File: src/rtl/pipeline_exception_ctrl_pkg.sv
// Shared definitions for the exception controller: exception word layout,
// cause width and FSM state encoding.
package pipeline_exception_ctrl_pkg;

  localparam int unsigned EXC_W   = 10;
  localparam int unsigned CAUSE_W = 4;

  // final_exception = {fetch[2:0], decode, alu[2:0], mem[2:0]}
  localparam int unsigned EXC_MEM_LSB    = 0;
  localparam int unsigned EXC_ALU_LSB    = 3;
  localparam int unsigned EXC_DECODE_BIT = 6;
  localparam int unsigned EXC_FETCH_LSB  = 7;

  localparam logic [CAUSE_W-1:0] CAUSE_NONE   = 4'd0;
  localparam logic [CAUSE_W-1:0] CAUSE_MEM0   = 4'd1;
  localparam logic [CAUSE_W-1:0] CAUSE_FETCH2 = 4'd10;

  localparam logic [2:0] ST_IDLE     = 3'd0;
  localparam logic [2:0] ST_FLUSH    = 3'd1;
  localparam logic [2:0] ST_REPORT   = 3'd2;
  localparam logic [2:0] ST_WAIT     = 3'd3;
  localparam logic [2:0] ST_REDIRECT = 3'd4;

endpackage

File: src/rtl/pipeline_exception_ctrl_if.sv
// Host-side report/resume handshake of the exception controller.
interface pipeline_exception_ctrl_if #(
  parameter int unsigned XLEN = 32
);
  import pipeline_exception_ctrl_pkg::*;

  logic               report_valid;
  logic               report_ready;
  logic [XLEN-1:0]    epc;
  logic [XLEN-1:0]    badaddr;
  logic [CAUSE_W-1:0] cause;
  logic               resume_valid;
  logic [XLEN-1:0]    resume_pc;
  logic               resume_ready;

  modport master (
    input  report_valid, epc, badaddr, cause, resume_ready,
    output report_ready, resume_valid, resume_pc
  );

  modport slave (
    output report_valid, epc, badaddr, cause, resume_ready,
    input  report_ready, resume_valid, resume_pc
  );
endinterface

File: src/rtl/pipeline_exception_ctrl_cause_enc.sv
// Priority encoder: highest set exception bit i yields cause i+1, zero means none.
module exc_cause_enc
  import pipeline_exception_ctrl_pkg::*;
(
  input  logic [EXC_W-1:0]   final_exception,
  output logic [CAUSE_W-1:0] cause
);

  // Ascending scan so the highest set bit (fetch side) wins.
  always_comb begin
    cause = CAUSE_NONE;
    for (int unsigned i = 0; i < EXC_W; i++) begin
      if (final_exception[i]) cause = CAUSE_W'(i + 1);
    end
  end

endmodule

File: src/rtl/pipeline_exception_ctrl.sv
// Exception controller: captures the sticky exception word, flushes the pipe,
// reports to the host, waits for a resume PC and redirects fetch.
module pipeline_exception_ctrl
  import pipeline_exception_ctrl_pkg::*;
#(
  parameter int unsigned FLUSH_CYCLES = 4,
  parameter int unsigned XLEN         = 32
) (
  input  logic                      clk,
  input  logic                      rst_n,
  input  logic [EXC_W-1:0]          final_exception,
  input  logic [XLEN-1:0]           exc_pc,
  input  logic [XLEN-1:0]           exc_badaddr,
  output logic                      flush,
  output logic                      busy,
  output logic                      redirect_valid,
  output logic [XLEN-1:0]           redirect_pc,
  output logic                      exc_clear,
  pipeline_exception_ctrl_if.slave  host
);

  logic [2:0]         state;
  logic [3:0]         cnt;
  logic               holdoff;
  logic [CAUSE_W-1:0] cause_enc;
  logic [CAUSE_W-1:0] cause_q;
  logic [XLEN-1:0]    epc_q;
  logic [XLEN-1:0]    badaddr_q;
  logic [XLEN-1:0]    redirect_pc_q;

  exc_cause_enc u_cause_enc (
    .final_exception (final_exception),
    .cause           (cause_enc)
  );

  // holdoff masks the first IDLE cycle after REDIRECT, while the regwrite
  // sticky latch is still being cleared by exc_clear.
  always_ff @(posedge clk or negedge rst_n) begin
    if (!rst_n) begin
      state         <= ST_IDLE;
      cnt           <= '0;
      holdoff       <= 1'b0;
      cause_q       <= '0;
      epc_q         <= '0;
      badaddr_q     <= '0;
      redirect_pc_q <= '0;
    end else begin
      case (state)
        ST_IDLE: begin
          holdoff <= 1'b0;
          if ((final_exception != '0) && !holdoff) begin
            epc_q     <= exc_pc;
            badaddr_q <= exc_badaddr;
            cause_q   <= cause_enc;
            cnt       <= 4'(FLUSH_CYCLES - 1);
            state     <= ST_FLUSH;
          end
        end
        ST_FLUSH: begin
          if (cnt == '0) state <= ST_REPORT;
          else           cnt   <= cnt - 4'd1;
        end
        ST_REPORT: begin
          if (host.report_ready) state <= ST_WAIT;
        end
        ST_WAIT: begin
          if (host.resume_valid) begin
            redirect_pc_q <= host.resume_pc & ~XLEN'(3);
            state         <= ST_REDIRECT;
          end
        end
        ST_REDIRECT: begin
          holdoff <= 1'b1;
          state   <= ST_IDLE;
        end
        default: state <= ST_IDLE;
      endcase
    end
  end

  assign flush             = (state == ST_FLUSH);
  assign busy              = (state != ST_IDLE);
  assign redirect_valid    = (state == ST_REDIRECT);
  assign exc_clear         = (state == ST_REDIRECT);
  assign redirect_pc       = redirect_pc_q;
  assign host.report_valid = (state == ST_REPORT);
  assign host.resume_ready = (state == ST_WAIT);
  assign host.epc          = epc_q;
  assign host.badaddr      = badaddr_q;
  assign host.cause        = cause_q;

endmodule
File: src/flat_wrapper.sv
// flat-port wrapper written by rule: the top's interface ports become plain ports
module pipeline_exception_ctrl_flat import pipeline_exception_ctrl_pkg::*;
#(
  parameter int unsigned FLUSH_CYCLES = 4,
  parameter int unsigned XLEN         = 32
)
  (clk, rst_n, final_exception, exc_pc, exc_badaddr, flush, busy, redirect_valid, redirect_pc, exc_clear, host_report_valid, host_epc, host_badaddr, host_cause, host_resume_ready, host_report_ready, host_resume_valid, host_resume_pc);
  pipeline_exception_ctrl_if #(.XLEN(XLEN)) host_i ();
  input  logic clk;
  input  logic rst_n;
  input  logic [EXC_W-1:0] final_exception;
  input  logic [XLEN-1:0] exc_pc;
  input  logic [XLEN-1:0] exc_badaddr;
  output logic flush;
  output logic busy;
  output logic redirect_valid;
  output logic [XLEN-1:0] redirect_pc;
  output logic exc_clear;
  output wire logic [$bits(host_i.report_valid)-1:0] host_report_valid;
  output wire logic [$bits(host_i.epc)-1:0] host_epc;
  output wire logic [$bits(host_i.badaddr)-1:0] host_badaddr;
  output wire logic [$bits(host_i.cause)-1:0] host_cause;
  output wire logic [$bits(host_i.resume_ready)-1:0] host_resume_ready;
  input wire logic [$bits(host_i.report_ready)-1:0] host_report_ready;
  input wire logic [$bits(host_i.resume_valid)-1:0] host_resume_valid;
  input wire logic [$bits(host_i.resume_pc)-1:0] host_resume_pc;
  assign host_report_valid = host_i.report_valid;
  assign host_epc = host_i.epc;
  assign host_badaddr = host_i.badaddr;
  assign host_cause = host_i.cause;
  assign host_resume_ready = host_i.resume_ready;
  assign host_i.report_ready = host_report_ready;
  assign host_i.resume_valid = host_resume_valid;
  assign host_i.resume_pc = host_resume_pc;
  pipeline_exception_ctrl #(.FLUSH_CYCLES(FLUSH_CYCLES), .XLEN(XLEN)) u_core (.clk(clk), .rst_n(rst_n), .final_exception(final_exception), .exc_pc(exc_pc), .exc_badaddr(exc_badaddr), .flush(flush), .busy(busy), .redirect_valid(redirect_valid), .redirect_pc(redirect_pc), .exc_clear(exc_clear), .host(host_i));
endmodule
File: config.mk
export PLATFORM = sky130hd
export DESIGN_NAME = pipeline_exception_ctrl_flat
export DESIGN_NICKNAME = d
export VERILOG_FILES = /design/src/rtl/pipeline_exception_ctrl_pkg.sv /design/src/rtl/pipeline_exception_ctrl_if.sv /design/src/rtl/pipeline_exception_ctrl_cause_enc.sv /design/src/rtl/pipeline_exception_ctrl.sv /design/src/flat_wrapper.sv
export SDC_FILE = /design/constraint.sdc
export NUM_CORES = 1
export LEC_CHECK = 0
export ABC_AREA = 1
export BUFFER_PORTS_ARGS = -buffer_cell sky130_fd_sc_hd__buf_2
export CAP_MARGIN = 20
export CORE_MARGIN = 5
export CORE_UTILIZATION = 35
export CTS_CLUSTER_SIZE = 14
export DETAILED_ROUTE_END_ITERATION = 8
export PLACE_DENSITY = 0.6
export SYNTH_ARGS = -nofsm -noshare
export SYNTH_HDL_FRONTEND = slang
export SYNTH_HIERARCHICAL = 1
export SYNTH_SLANG_ARGS = --single-unit
File: constraint.sdc
create_clock -name clk -period 1.6 [get_ports clk]
set_input_delay 0.32 -clock clk [delete_from_list [all_inputs] [get_ports clk]]
set_output_delay 0.32 -clock clk [all_outputs]
set_load 0.02 [all_outputs]
# Word-level counts from Yosys, hierarchy flattened
# Cells that the tools add are included.
# totals
mem_count	0
wordCells	48
output_inout_bits	106
ram_bits	0
inputBits	110
ff_bits	106
romBits	0
latch_bits	0
# op_classes
muxes	19
bitwise	0
div_mod_pow	0
mul	0
n_reduce_logical	12
n_eq_ne	9
n_shift	0
order_cmp	0
n_addsub	1
# op_table
cell	count
2-to-1 mux 4 bit	11
2-to-1 mux 3 bit	4
case mux 3 bit (4 select lines)	1
nonzero test 10 bit	1
inequality test 2 x 1 -> 1 bit (second input constant)	4
case mux 4 bit (2 select lines)	1
== test 3 x 2 -> 1 bit (second input constant)	2
zero test 4 bit	1
AND reduction 2 bit	2
AND reduction 4 bit	1
nonzero test 2 bit	2
subtractor 4 x 1 -> 4 bit (second input constant)	1
== test 3 x 1 -> 1 bit (second input constant)	1
== test 3 bit (second input constant)	1
zero test 3 bit	1
AND reduction 3 bit	1
nonzero test 3 bit	1
inequality test 2 bit (second input constant)	1
case mux 1 bit (2 select lines)	1
logical AND 1 bit	1
zero test 1 bit	1
2-to-1 mux 1 bit	1

# Longest topological paths before layout
# logic_depth
depth_word	10
ltp_mapped	11
mapped_depth_nobuf	11

# Hierarchy
# The synthesis kept the hierarchy.
# modules_own_cells
mod	seq_area_each_um2	instances	area_each_um2	cells_each
pipeline_exception_ctrl	2652.5	1	4410.5	505
exc_cause_enc	0.0	1	105.1	25

# Worst setup path before layout
# OpenSTA, ideal clock, no wires.
# synth_path
path_type	register to output
from	register u_core.state[1]
to	output port redirect_valid
required_ps	1280
n_path_buf	1
stages_incl_launch_ff	5
arrival_time_ps	1094
slack_ps	186
cell_sequence	dfrtp_1 inv_1 nand2_1 nor2_1 buf_4
# synth_between
elab_chain_cells	1
# synth_rtl
item	line_no	source
start: declaration	pipeline_exception_ctrl.sv:22	logic [2:0] state;
start signal: assignment	pipeline_exception_ctrl.sv:40	state <= ST_IDLE;
start signal: assignment	pipeline_exception_ctrl.sv:56	state <= ST_FLUSH;
start signal: assignment	pipeline_exception_ctrl.sv:60	if (cnt == '0) state <= ST_REPORT;
== test 3 bit	--	
end: declaration	flat_wrapper.sv:16	output logic redirect_valid;
# Every way passes these cells.

# Worst setup path after layout
# layout_path
from	register u_core.state[0]
to	output port exc_clear
# layout_between
elab_chain_cells	1
# layout_rtl
item	line_no	source
== test 3 bit	pipeline_exception_ctrl.sv:84	assign exc_clear = (state == ST_REDIRECT);
end: declaration	flat_wrapper.sv:18	output logic exc_clear;
# Every way passes these cells.

==> key figures <==
Outcome
  – Status: complete, no violations

Critical path
  – Family with the most delay on the worst path: flip-flops
  – Buf/Inv on CP: 2
  – Crit end category: output port
  – CP peak stage delay: 0.43 ns
  – Crit Path Category: reg -> out
  – Cells on worst reg2reg path: 9
  – Arrival time worst endpoint: 1.24 ns
  – Crit path max fanout: 4
  – Levels on crit path: 4
  – Slowest cell on crit path: dfrtp_1
  – CP Launch Type: flop
  – CP Cell Sequence: inv_2, nand2_2, nor2_2, buf_4
  – CP required: 1.28 ns

Placed design
  – Input/output buffers: roughly 210
  – Place WS: 0.160 ns
  – GP Congestion: just over 0.8
  – DP Wirelength: about 8600 um

Drt
  – Drt pass-1 iters: 4
  – WL/cell: 12.9 um
  – Iter 0 DRT Violations: about 210
  – Routed Antenna Nets: 0
  – DRC: 0
  – Detailed-route wire length: about 12,000 um
  – Via count: slightly above 4,000
  – Via density: around 4.5

Synthesis
  – Largest family of logic cells by synthesized area: simple AND/OR/NAND/NOR gates
  – Post-synth top area share: 0.587
  – Synth Area in Compound Gates: 0.0114
  – Largest cells by area after synthesis: dfrtp_1 59%, nand2_1 21%, nand3_1 9.3%, buf_4 2.0%, buf_2 1.3%
  – Post-synthesis mux area share: 0
  – Adder-Cell Fraction of Synth Area: 0.00554
  – Post-synthesis register bit count: 106
  – Simple-Gate Fraction of Synth Area: 0.328
  – Count of cell types in the netlist: 25
  – Post-Syn Area: 4520 um^2
  – Area leader, netlist: dfrtp_1
  – Ys Warns: 6
  – Post-Synthesis Cells: 530
  – Sequential cell area fraction in the yosys report: 0.587
  – Avg Cell Area, Syn: 8.52 um^2
  – Xor and xnor area share after synthesis: 0.00194

Pwr
  – Clock power share: 0.161
  – Peak VDD IR: 0.902 mV
  – P per Cell Area: 2250 nW/um^2
  – Comb power frac: 0.502
  – P_leak: 3.59 nW
  – Sw Pwr: 0.00613 W
  – P_int: 0.00762 W
  – Sequential power share: 0.337
  – Total power: 0.0138 W
  – Switching portion of total power: 0.446

Timing
  – Final setup violation count: 0
  – Max Transition Viols Final: 0
  – Final hold viol count: 0
  – Fin worst setup slack: 0.0369 ns
  – RSZ-0062 raised after global routing: true
  – Final Cycle Share: 0.977
  – Fmax: 0.640 GHz
  – Clk_skew: 0.00516 ns
  – Minimum clock period: about 1.6 ns

Floorplan
  – Ports: 216
  – Core area: 12,600 um^2
  – Horiz. Die Dim: between 100 and 150 um
  – Die area: 15,300 um^2
  – Row count: 41
  – Die Ht: 124 um
  – Starting Density: 0.358

GRT
  – Gr ovfl total: 0
  – Vias in the first global route: around 4,000
  – First-pass GRT wire length: 18,500 um
  – Initial antenna violation count: 0
  – GRT Total Usage: 0.153
  – Largest net degree at the start of global routing: 69

Clock tree
  – Clock slew at reported path FFs: 0.07 ns
  – CTS Buf Count: 9
  – Clk buf depth: 2
  – Root Buffer Master: clkbuf_16
  – Clk sinks: 106
  – CTS tree: done
  – Clk_lat worst skew: around 0.34 ns
  – H-tree Lvls: 3

Hold path
  – Hold Path Depth: 3
  – Hold Path Class: in -> reg

Finish
  – Most frequent cells in the layout: 252 x nand2_1, 204 x buf_2, 106 x dfrtp_1, 83 x nand3_1, 15 x inv_1
  – Most common cell after layout, fill and taps aside: nand2_1
  – Share of layout cells above drive strength 1: 0.347
  – Ant. Diodes: 0
  – Area Growth Syn to Fin: 35.2%
  – Final #Nets: 848

Job
  – MaxCap Viol Count: 0
kinds of logic (layout without fill, tap and decap cells):
| kind of cell | after synthesis | count (layout) |
|---|---|---|
| and+or+nand+nor | 358 | 358 |
| DFF | 106 | 106 |
| buffers and inverters | 53 | 263 |
| AOI/OAI and AO/OA | 9 | 9 |
| adders and majority gates | 2 | 2 |
| other | 1 | 2 |
| xor gates and xnor gates | 1 | 1 |
metrics by stage:
stage / util / area, um^2 / TNS [ns] / std cells / hold slack [ns]
CTS: 0.481 / 6070 / 0 / 912 / 0.150
finish: 0.484 / 6110 / 0 / 913 / 0.170
detailed placement: 0.455 / 5750 / 0 / 895 / 0.288
global placement: 0.455 / 5750 / 0 / 895 / 0.280
global route: 0.484 / 6110 / -0.0817 / 913 / 0.154
floorplan: - / 4520 / 0 / 531 / 0.0244
timing repair:
item,4_1_cts,5_1_grt
gates resized for setup,6,9
hold buffers,1,0
cloned,0,0
hold endpoints to repair,26,0
endpoints found under the setup margin,3,6
buffers inserted,0,1
pin swaps,0,1
power by group through the flow:
stage | combinational (W) | clock [W] | sequential, W
floorplan | 0.00320 | 0 | 0.00611
global placement | 0.00677 | 0 | 0.00463
detailed placement | 0.00693 | 0 | 0.00465
CTS | 0.00694 | 0.00231 | 0.00465
global route | 0.00768 | 0.00241 | 0.00479
finish | 0.00691 | 0.00221 | 0.00464
layout make-up:
type / instances / area, um^2
inverter: 23 / 91.3
timing repair buffer: 224 / 1260
clock buffer: 14 / 264
sequential: 106 / 2650
fill: 1243 / 6510
multi-input combinational: 372 / 1590
clock inverter: 2 / 35.0
tap: 172 / 215
per-layer routing:
metal	part of all wire	GRT usage	up-vias
li1	-	-	2061
met1	0.42	0.186	1865
met2	0.45	0.246	155
met3	0.11	0.0563	13
met4	0.018	0.0595	0
met5	0	0	-
registers in the layout, indices dropped and copies added (netlist names):
signal and flops:
u_core/host.epc 32, u_core/cnt 4, u_core/redirect_pc 30, u_core/state 3
u_core/holdoff 1, u_core/host.cause 4, u_core/host.badaddr 32
path summary, 6_finish.rpt:
kind | from | to | slack [ns]
worst min register to register | u_core/host.badaddr[30] | u_core/host.badaddr[30] | 0.46
worst min-delay path | host_resume_pc[16] | u_core/redirect_pc[16] | 0.17
worst max-delay path | u_core/state[0] | exc_clear | 0.04
max in group asynchronous | rst_n | u_core/redirect_pc[25] | 0.57
min in group asynchronous | rst_n | u_core/host.badaddr[29] | 0.46
worst max register to register | u_core/cnt[0] | u_core/state[0] | 0.16
Yosys cell counts:
| cell type | n |
|---|---|
| nor2_1 | 11 |
| nand4_1 | 1 |
| inv_4 | 1 |
| inv_2 | 6 |
| buf_6 | 4 |
| inv_1 | 16 |
| buf_2 | 12 |
| dfrtp_1 | 106 |
| nand2_2 | 4 |
| buf_4 | 12 |
| clkbuf_1 | 2 |
| o21ai_1 | 1 |
| nand3_1 | 84 |
| nor2_4 | 1 |
| ha_1 | 2 |
| conb_1 | 1 |
| a21oi_2 | 1 |
| nand2_1 | 253 |
| o21ai_0 | 3 |
| o21bai_1 | 1 |
| nor3_1 | 1 |
| nor2_2 | 2 |
| nand2_4 | 1 |
| xor2_1 | 1 |
| a21oi_1 | 3 |
worst register-to-register path: cells and delay by family, from the launching register on:
kind	cells	cell delay, ns
fa+ha+maj	1	0.16
buf+inv	1	0.12
flops	1	0.40
simple gates	7	0.64
(Power assumes the default switching activity.)
